**src/rtl/acc_requant_if.sv**
```systemverilog
// Requantizer stream bundle: accumulator result input (credit-gated) and activation output (valid/ready).
interface acc_requant_if #(
   parameter int ACC_WIDTH = 40,
   parameter int BIAS_DW   = 32,
   parameter int OUT_DW    = 16,
   parameter int SHIFT_W   = 6
);
   logic signed [ACC_WIDTH-1:0] acc_i;
   logic                        acc_vld_i;
   logic                        acc_rdy_o;
   logic signed [BIAS_DW-1:0]   bias_i;
   logic [SHIFT_W-1:0]          shift_i;
   logic                        relu_en_i;
   logic signed [OUT_DW-1:0]    dout_o;
   logic                        dout_vld_o;
   logic                        dout_rdy_i;

   modport master (
      output acc_i, acc_vld_i, bias_i, shift_i, relu_en_i, dout_rdy_i,
      input  acc_rdy_o, dout_o, dout_vld_o
   );

   modport slave (
      input  acc_i, acc_vld_i, bias_i, shift_i, relu_en_i, dout_rdy_i,
      output acc_rdy_o, dout_o, dout_vld_o
   );
endinterface

```
**src/rtl/acc_requant.sv**
```systemverilog
// Bias add, round-half-up shift, optional ReLU and saturation; 3 register stages into a show-ahead FIFO.
// Output valid 4 cycles after accept; acc_rdy_o is a credit from registered occupancy, so the FIFO never overflows.
module acc_requant #(
   parameter int ACC_WIDTH  = 40,
   parameter int BIAS_DW    = 32,
   parameter int OUT_DW     = 16,
   parameter int SHIFT_W    = 6,
   parameter int FIFO_DEPTH = 4
) (
   input  logic          clk,
   input  logic          rst,
   acc_requant_if.slave  bus,
   output logic          err_drop_o,
   output logic [15:0]   sat_cnt_o
);
   localparam int W1 = ACC_WIDTH + 1;
   localparam int W2 = ACC_WIDTH + 2;
   localparam int PW = $clog2(FIFO_DEPTH);
   localparam int CW = PW + 1;
   localparam int IW = CW + 1;
   localparam logic signed [W2-1:0] OUT_MAX = W2'(2**(OUT_DW-1) - 1);
   localparam logic signed [W2-1:0] OUT_MIN = ~OUT_MAX;

   logic                     accept;
   logic signed [W1-1:0]     s1_d, s1_q;
   logic [SHIFT_W-1:0]       sh1_q;
   logic                     relu1_q, relu2_q;
   logic signed [W2-1:0]     s1x, rnd, s2_d, s2_q;
   logic signed [OUT_DW-1:0] o3_d, o3_q;
   logic                     sat3_d, sat3_q;
   logic                     v1, v2, v3;

   logic [OUT_DW-1:0]        mem [FIFO_DEPTH];
   logic [PW-1:0]            wr_ptr, rd_ptr;
   logic [CW-1:0]            count;
   logic                     push, pop;
   logic [IW-1:0]            inflight;

   assign inflight      = IW'(count) + IW'(v1) + IW'(v2) + IW'(v3);
   assign bus.acc_rdy_o = inflight < IW'(FIFO_DEPTH);
   assign accept        = bus.acc_vld_i & bus.acc_rdy_o;

   assign s1_d = W1'($signed(bus.acc_i)) + W1'($signed(bus.bias_i));

   always_comb begin
      s1x  = W2'(s1_q);
      rnd  = '0;
      s2_d = s1x;
      if (sh1_q != '0) begin
         rnd  = W2'(1) << (sh1_q - SHIFT_W'(1));
         s2_d = (s1x + rnd) >>> sh1_q;
      end
   end

   // A ReLU clamp wins over clipping and is not counted as a saturation.
   always_comb begin
      o3_d   = s2_q[OUT_DW-1:0];
      sat3_d = 1'b0;
      if (relu2_q && s2_q[W2-1]) begin
         o3_d = '0;
      end else if (s2_q > OUT_MAX) begin
         o3_d   = OUT_MAX[OUT_DW-1:0];
         sat3_d = 1'b1;
      end else if (s2_q < OUT_MIN) begin
         o3_d   = OUT_MIN[OUT_DW-1:0];
         sat3_d = 1'b1;
      end
   end

   always_ff @(posedge clk) begin
      s1_q    <= s1_d;
      sh1_q   <= bus.shift_i;
      relu1_q <= bus.relu_en_i;
      s2_q    <= s2_d;
      relu2_q <= relu1_q;
      o3_q    <= o3_d;
      sat3_q  <= sat3_d;
      if (push) mem[wr_ptr] <= o3_q;
   end

   assign push = v3;
   assign pop  = (count != '0) & bus.dout_rdy_i;

   always_ff @(posedge clk) begin
      if (rst) begin
         v1         <= 1'b0;
         v2         <= 1'b0;
         v3         <= 1'b0;
         wr_ptr     <= '0;
         rd_ptr     <= '0;
         count      <= '0;
         err_drop_o <= 1'b0;
         sat_cnt_o  <= '0;
      end else begin
         v1 <= accept;
         v2 <= v1;
         v3 <= v2;
         if (push) wr_ptr <= wr_ptr + PW'(1);
         if (pop)  rd_ptr <= rd_ptr + PW'(1);
         case ({push, pop})
            2'b10:   count <= count + CW'(1);
            2'b01:   count <= count - CW'(1);
            default: count <= count;
         endcase
         if (bus.acc_vld_i && !bus.acc_rdy_o) err_drop_o <= 1'b1;
         if (push && sat3_q && sat_cnt_o != 16'hFFFF) sat_cnt_o <= sat_cnt_o + 16'd1;
      end
   end

   assign bus.dout_vld_o = count != '0;
   assign bus.dout_o     = bus.dout_vld_o ? $signed(mem[rd_ptr]) : '0;
endmodule

```
**src/flat_wrapper.sv**
```systemverilog
// flat-port wrapper written by rule: the top's interface ports become plain ports
module acc_requant_flat 
#(
   parameter int ACC_WIDTH  = 40,
   parameter int BIAS_DW    = 32,
   parameter int OUT_DW     = 16,
   parameter int SHIFT_W    = 6,
   parameter int FIFO_DEPTH = 4
)
  (clk, rst, err_drop_o, sat_cnt_o, bus_acc_i, bus_acc_vld_i, bus_bias_i, bus_shift_i, bus_relu_en_i, bus_dout_rdy_i, bus_acc_rdy_o, bus_dout_o, bus_dout_vld_o);
  acc_requant_if #(.ACC_WIDTH(ACC_WIDTH), .BIAS_DW(BIAS_DW), .OUT_DW(OUT_DW), .SHIFT_W(SHIFT_W)) bus_i ();
  input  logic clk;
  input  logic rst;
  output logic err_drop_o;
  output logic [15:0] sat_cnt_o;
  input wire logic [$bits(bus_i.acc_i)-1:0] bus_acc_i;
  input wire logic [$bits(bus_i.acc_vld_i)-1:0] bus_acc_vld_i;
  input wire logic [$bits(bus_i.bias_i)-1:0] bus_bias_i;
  input wire logic [$bits(bus_i.shift_i)-1:0] bus_shift_i;
  input wire logic [$bits(bus_i.relu_en_i)-1:0] bus_relu_en_i;
  input wire logic [$bits(bus_i.dout_rdy_i)-1:0] bus_dout_rdy_i;
  output wire logic [$bits(bus_i.acc_rdy_o)-1:0] bus_acc_rdy_o;
  output wire logic [$bits(bus_i.dout_o)-1:0] bus_dout_o;
  output wire logic [$bits(bus_i.dout_vld_o)-1:0] bus_dout_vld_o;
  assign bus_i.acc_i = bus_acc_i;
  assign bus_i.acc_vld_i = bus_acc_vld_i;
  assign bus_i.bias_i = bus_bias_i;
  assign bus_i.shift_i = bus_shift_i;
  assign bus_i.relu_en_i = bus_relu_en_i;
  assign bus_i.dout_rdy_i = bus_dout_rdy_i;
  assign bus_acc_rdy_o = bus_i.acc_rdy_o;
  assign bus_dout_o = bus_i.dout_o;
  assign bus_dout_vld_o = bus_i.dout_vld_o;
  acc_requant #(.ACC_WIDTH(ACC_WIDTH), .BIAS_DW(BIAS_DW), .OUT_DW(OUT_DW), .SHIFT_W(SHIFT_W), .FIFO_DEPTH(FIFO_DEPTH)) u_core (.clk(clk), .rst(rst), .bus(bus_i), .err_drop_o(err_drop_o), .sat_cnt_o(sat_cnt_o));
endmodule
```
**config.mk**
```make
export PLATFORM = sky130hd
export DESIGN_NAME = acc_requant_flat
export DESIGN_NICKNAME = d
export VERILOG_FILES = /design/src/rtl/acc_requant_if.sv /design/src/rtl/acc_requant.sv /design/src/flat_wrapper.sv
export SDC_FILE = /design/constraint.sdc
export NUM_CORES = 1
export LEC_CHECK = 0
export ABC_AREA = 0
export CORE_MARGIN = 8
export CORE_UTILIZATION = 50
export DETAILED_ROUTE_END_ITERATION = 16
export PLACE_DENSITY = 0.68
export REMOVE_ABC_BUFFERS = 1
export SYNTH_ARGS = -nofsm -noshare
export SYNTH_HDL_FRONTEND = slang
export SYNTH_SLANG_ARGS = --single-unit
```
**constraint.sdc**
```tcl
create_clock -name clk -period 5.96 [get_ports clk]
set_input_delay 0.894 -clock clk [delete_from_list [all_inputs] [get_ports clk]]
set_output_delay 0.894 -clock clk [all_outputs]
set_load 0.02 [all_outputs]
```
==> metrics.txt, run 1 <==
worst-case setup margin in the final layout 0.461 ns; Yosys reg bits 201; Antenna Diode Count 0; vias in the first global route 14200; mean instance size in the synthesized netlist 8.49 sq um; global-route wire length before repair 80.8 mm; Hold-fix buffers, CTS 0; area growth from synthesis to layout 16.0%; die outline height 188 um; final setup TNS 0 ns; number of fill cells 2635; capturing instance or port of the critical path u_core.s2_q[23]; number of sinks handled by clock tree synthesis 201; final clock skew 0.00787 ns; Max Clk Rate 182 MHz; sequential cell area fraction in the yosys report 31.6%; launching element of the worst setup path u_core.sh1_q[2]; initial core utilization 50.2%; nature of the critical path startpoint flop; width of the die 188 um; setup repair after global routing missed its margin false; Top FF cell, synth dfxtp_1; DRC marker count from the first detailed-route iteration 1331; detailed-route wire length per cell 23.1 um; critical path arrival 5.88 ns; Critical R2R Launch u_core.sh1_q[2]; area of placed instances 16400 sq um; DP Worst Slack 0.636 ns; Global Route Usage Sum 28.6%; register-to-register setup slack 0.46 ns; number of enable flip-flop cells after synthesis 64; Final Critical Period 5.50 ns; # Max-Cap Violations 0; startpoint of the tightest hold check path u_core.relu1_q; relative max-transition margin 28.5%; number of optimization iterations in the first detailed-route pass 6; Final nets 2013; count of final setup violators 0; top library cells by usage in the layout, fill and taps aside nor2_1 (186), nand2_1 (165), a21oi_1 (162); post-CTS clock slew at the launch and capture registers of the worst setup and hold paths 0.06 ns; input/output buffers 117; static power due to leakage 6.60 nW; post-layout util 58.3%; number of buffers created by CTS 23; GR Overflow Total 0; part of the cycle the worst path needs 92.3%; Final Hold Vio Count 0; Via density 6.44; power density of the placed cells 274 nW/um^2; Least-Margin Pin Slew 1.07 ns; Die Area 35300 sq um; reg2reg end u_core.s2_q[23]; total non-filler cell area in the finished layout 17100 sq um; PostCTS Resize Cnt 0; clock network latency to the later pin of the worst-skew pair 0.52 ns; number of antenna violations at the first check in global routing 0; run status complete, no violations; Worst Setup Path Type reg -> reg; async set-reset flop share out of synthesis 0%; largest net degree at the start of global routing 36; number of cell instances on the worst register-to-register path 15; post-detailed-route DRC marker count 0; gpl congestion 1.07; top-level I/O count 118; classification of the worst-slack hold path reg -> reg; Worst VDD drop 0.000156 V; number of warnings reported in the yosys synthesis log 0; detailed-placement wirelength estimate 40.7 mm; antenna-violating nets left 0; category of the worst setup path capture point flop; maximum fanout along the worst path 15; post-synthesis instance area 14800 sq um; count of distinct cell types in the synthesized netlist 99; total number of placement rows 63; CP required 6.34 ns; number of levels the H-tree was split into 1; instance count of the mapped netlist 1740; clock tree from TritonCTS yes; number of max-slew violations in the final report 0; wire length reported by the detailed router 51.8 mm; routed via count 14500; maximum buffer depth of the clock tree 3; Placeable Area 29400 sq um; setup repair bufs after CTS 0; layout cell share with drive strength beyond 1 8.95%; clock root buffer master clkbuf_16; most common cell after layout, fill and taps aside nor2_1
==> cell type report <==
class / count / area, sq um / area share, %
Inverter: 44 / 165 / 0.964
Sequential cell: 201 / 4660 / 27.2
Tap cell: 390 / 488 / 2.85
Timing Repair Buffer: 169 / 1560 / 9.11
Multi-Input combinational cell: 1399 / 9550 / 55.7
Clock inverter: 14 / 106 / 0.621
Clock buffer: 27 / 601 / 3.51
==> layer usage <==
metal | vias up | track usage (%) | wire length, um
met5 | - | 0 | 0
met4 | 0 | 15.5 | 2950
met3 | 175 | 5.14 | 4340
met2 | 663 | 46.8 | 23700
met1 | 6896 | 35.2 | 20800
li1 | 6718 | - | -
==> power by group <==
| group | leakage, nW | internal, mW | switching, mW |
|---|---|---|---|
| sequential | 1.72 | 1.58 | 0.173 |
| combinational | 4.54 | 0.650 | 0.972 |
| clock | 0.344 | 0.765 | 0.564 |
| total | 6.60 | 2.99 | 1.71 |
==> critical path: stages (launching register included) <==
cell      delay [ns]
dfxtp_1         0.38
buf_4           0.22
nor2_1          0.60
nand2_1         0.44
nor2_1          0.19
ha_1            0.34
a21oi_1         0.29
o21ai_0         0.24
a221oi_1        0.58
o211a_1         0.30
xnor2_1         0.17
mux2_2          0.32
mux2i_1         0.48
o22ai_1         0.23
o41ai_1         0.42
a21oi_1         0.15
==> state kept, by name, summed over array words and instances (netlist names), named ones only <==
name               flops
u_core.mem            64
u_core.s2_q           42
u_core.s1_q           41
u_core.o3_q           16
u_core.sat_cnt_o      16
u_core.sh1_q           6
u_core.count           3
u_core.rd_ptr          2
u_core.wr_ptr          2
u_core.err_drop_o      1
u_core.push            1
u_core.relu1_q         1
u_core.relu2_q         1
u_core.sat3_q          1
u_core.v1              1
u_core.v2              1
==> Yosys cell counts, types with 13 or more instances <==
library cell	count	area, sq um
nor4_1	13	81.3
o221ai_1	16	140
edfxtp_1	64	1920
o22ai_1	16	100
nand3_1	46	230
nor2_1	187	702
a21oi_1	162	811
o21a_1	19	143
dfxtp_1	137	2740
mux4_2	25	563
a211oi_1	16	120
nand2_1	165	619
o211ai_1	24	180
clkbuf_1	65	244
inv_1	39	146
xor2_1	39	342
and2_1	33	206
nand4_1	35	219
xnor2_1	55	482
buf_2	18	90.1
nor2b_1	13	81.3
ha_1	88	1100
nor3_1	31	155
o21ai_0	91	455
mux2i_1	33	330
a21o_1	32	240
o21bai_1	13	97.6
a31oi_1	17	106
==> cells by family after synthesis <==
group / synth area share, %
AND/OR/NAND/NOR: 18.8
multiplexers: 6.89
adder cells (fa/ha/maj): 8.00
flip-flops: 31.6
XOR/XNOR: 5.57
AO/OA/AOI/OAI: 25.3
buffers and inverters: 3.83
==> worst min-delay path by stage <==
stage                     end  slack, ns  cells after the start
2_1_floorplan  u_core.relu2_q       0.31                      0
3_3_place_gp   u_core.relu2_q       0.32                      0
3_5_place_dp   u_core.relu2_q       0.32                      0
4_1_cts        u_core.relu2_q       0.33                      0
5_1_grt        u_core.relu2_q       0.34                      0
6_report       u_core.relu2_q       0.33                      0
==> per-stage QoR <==
step	power, mW	cells	hold slack (ns)
5_1_grt	4.94	2244	0.345
4_1_cts	4.68	2244	0.334
6_report	4.70	2244	0.329
3_5_place_dp	3.35	2203	0.315
2_1_floorplan	2.76	1644	0.310
3_3_place_gp	3.34	2203	0.318
Power figures use the tool's default switching activity.
==> run 2: changes to the inputs <==
- CELL_PAD_IN_SITES_DETAIL_PLACEMENT: default -> 0
- CELL_PAD_IN_SITES_GLOBAL_PLACEMENT: default -> 2
- CORE_UTILIZATION: 50 -> 30
- PLACE_DENSITY: 0.68 -> 0.67
- SLEW_MARGIN: default -> 20
==> metrics.txt, run 2 (same netlist as run 1, synthesis figures left out) <==
run status complete, no violations; Comb power frac 34.1%; # Max-Cap Violations 0; category of the worst setup path capture point flop; DRC marker count from the first detailed-route iteration 1001; number of optimization iterations in the first detailed-route pass 5; number of cell instances on the worst register-to-register path 17; Global Route Usage Sum 19.8%; gpl congestion 0.955; clock tree from TritonCTS yes; delay of the slowest cell on the worst path 0.65 ns; reg2reg end u_core.s2_q[17]; Least-Margin Pin Slew 1.12 ns; critical path's slowest cell dfxtp_1; layout cell share with drive strength beyond 1 10.5%; detailed-route wire length per cell 22.6 um; part of the cycle the worst path needs 90.6%; maximum buffer depth of the clock tree 3; final setup TNS 0 ns; Sequential Power Share 35.2%; number of max-slew violations in the final report 0; static power due to leakage 6.76 nW; largest net degree at the start of global routing 35; startpoint of the tightest hold check path u_core.relu1_q; Die Area 56600 sq um; most common cell after layout, fill and taps aside nor2_1; internal power component 3.16 mW; worst-case setup margin in the final layout 0.561 ns; global-route wire length before repair 87.3 mm; net switching fraction of the power 36.7%; setup repair bufs after CTS 0; critical path arrival 5.80 ns; GR Overflow Total 0; number of levels the H-tree was split into 1; antenna-violating nets left 0; number of cells on the worst hold path 0; PostCTS Resize Cnt 0; clock root buffer master clkbuf_16; post-detailed-route DRC marker count 0; register-to-register setup slack 0.56 ns; vias in the first global route 14200; Final Critical Period 5.40 ns; relative max-transition margin 24.8%; Final nets 2038; Critical R2R Launch u_core.sh1_q[4]; final clock skew 0.0311 ns; nature of the critical path startpoint flop; Max Clk Rate 185 MHz; flip-flop count of the largest register after layout 64; maximum fanout along the worst path 10; DP Worst Slack 0.682 ns; CP required 6.36 ns; Clk network pwr share 30.8%; detailed-placement wirelength estimate 46.0 mm; power dissipated by switching net loads 1.83 mW; count of final setup violators 0; total number of placement rows 81; routed via count 14100; Via density 5.55; width of the die 238 um; largest registers u_core.mem x64, u_core.s2_q x42, u_core.s1_q x41; wire length reported by the detailed router 57.6 mm; power density of the placed cells 281 nW/um^2; post-placement cell count 2500; Hold-fix buffers, CTS 0; setup repair after global routing missed its margin false; Final Hold Vio Count 0; worst path cell trace clkinv_1 > buf_4 > nor2_1 > buf_4 > nand2_1 > nor2_1 > ha_1 > a21oi_1 > o211ai_1 > a21oi_1 > o21ai_0 > xnor2_1 > o21ai_0 > mux2_2 > mux4_2 > mux2i_1 > o221ai_1; area growth from synthesis to layout 20.4%; worst hold endpoint u_core.relu2_q; Worst Setup Path Type reg -> reg; number of antenna violations at the first check in global routing 0; non-filler cells, final 2546; largest register by flop count u_core.mem; Placeable Area 48700 sq um; Antenna Diode Count 0; Worst VDD drop 0.000196 V; post-CTS clock slew at the launch and capture registers of the worst setup and hold paths 0.06 ns; number of sinks handled by clock tree synthesis 201; number of fill cells 5068; top library cells by usage in the layout, fill and taps aside nor2_1 (186), nand2_1 (165), a21oi_1 (162); clock network latency to the later pin of the worst-skew pair 0.57 ns; top-level I/O count 118; number of buffers created by CTS 25; input/output buffers 117; classification of the worst-slack hold path reg -> reg; die outline height 238 um; initial core utilization 30.3%
## run 2: cell types whose count changed in the layout (fill, tap and decap cells not counted), sizes merged
cell	delta
clkbuf	+1
inv	-1
bufinv	+2
clkinvlp	+2
buf	+24
clkinv	+1
clkdlybuf4s50	-1
## run 2: layer usage
metal / global-route usage, % / wire (um) / up-vias
li1: - / - / 6765
met1: 25.6 / 25600 / 6765
met2: 32.9 / 26500 / 459
met3: 2.60 / 2980 / 129
met4: 8.03 / 2580 / 0
met5: 0 / 0 / -
## run 2: worst max-delay path by stage
stage,start,cells past startpoint,end,slack (ns)
after global placement,u_core.sh1_q[4],19,u_core.s2_q[17],0.62
after detailed placement,u_core.sh1_q[4],18,u_core.s2_q[17],0.68
after global routing,u_core.sh1_q[4],18,u_core.s2_q[19],0.21
after floorplan,u_core.sh1_q[0],16,u_core.s2_q[0],0.52
final,u_core.sh1_q[4],17,u_core.s2_q[17],0.56
after CTS,u_core.sh1_q[4],17,u_core.s2_q[17],0.64
## run 2: worst max-delay path: cells and delay by family (launching register included)
kind,cells,cell delay (ns)
AO/OA/AOI/OAI,6,1.61
multiplexers,3,1.21
flip-flops,1,0.65
AND/OR/NAND/NOR,3,0.53
buffers and inverters,3,0.50
XOR/XNOR,1,0.41
adder cells (fa/ha/maj),1,0.34
## run 2: cell type report
cell class              count  area (sq um)  share of cell area [%]
multi-input cells        1399          9550                    53.7
flip-flops and latches    201          4670                    26.2
repair buffers            192          1740                    9.79
well taps                 664           831                    4.67
clock buffers              28           637                    3.58
clock inverters            18           198                    1.11
inverters                  44           165                   0.929
## run 2: power groups by stage
stage	registers, mW	logic [mW]	clock network (mW)
after CTS	1.75	1.69	1.59
after floorplan	1.69	1.07	0
after global placement	1.78	1.69	0
final	1.76	1.70	1.54
after global routing	1.77	1.85	1.65
after detailed placement	1.78	1.68	0
## run 2: metrics by stage
stage / hold slack [ns] / area [sq um] / utilization [%] / power, mW
2_1_floorplan: 0.310 / 14400 / - / 2.76
3_3_place_gp: 0.360 / 17000 / 34.8 / 3.48
3_5_place_dp: 0.345 / 17000 / 34.8 / 3.46
4_1_cts: 0.369 / 17800 / 36.5 / 5.03
5_1_grt: 0.369 / 17800 / 36.5 / 5.26
6_report: 0.368 / 17800 / 36.5 / 5.00
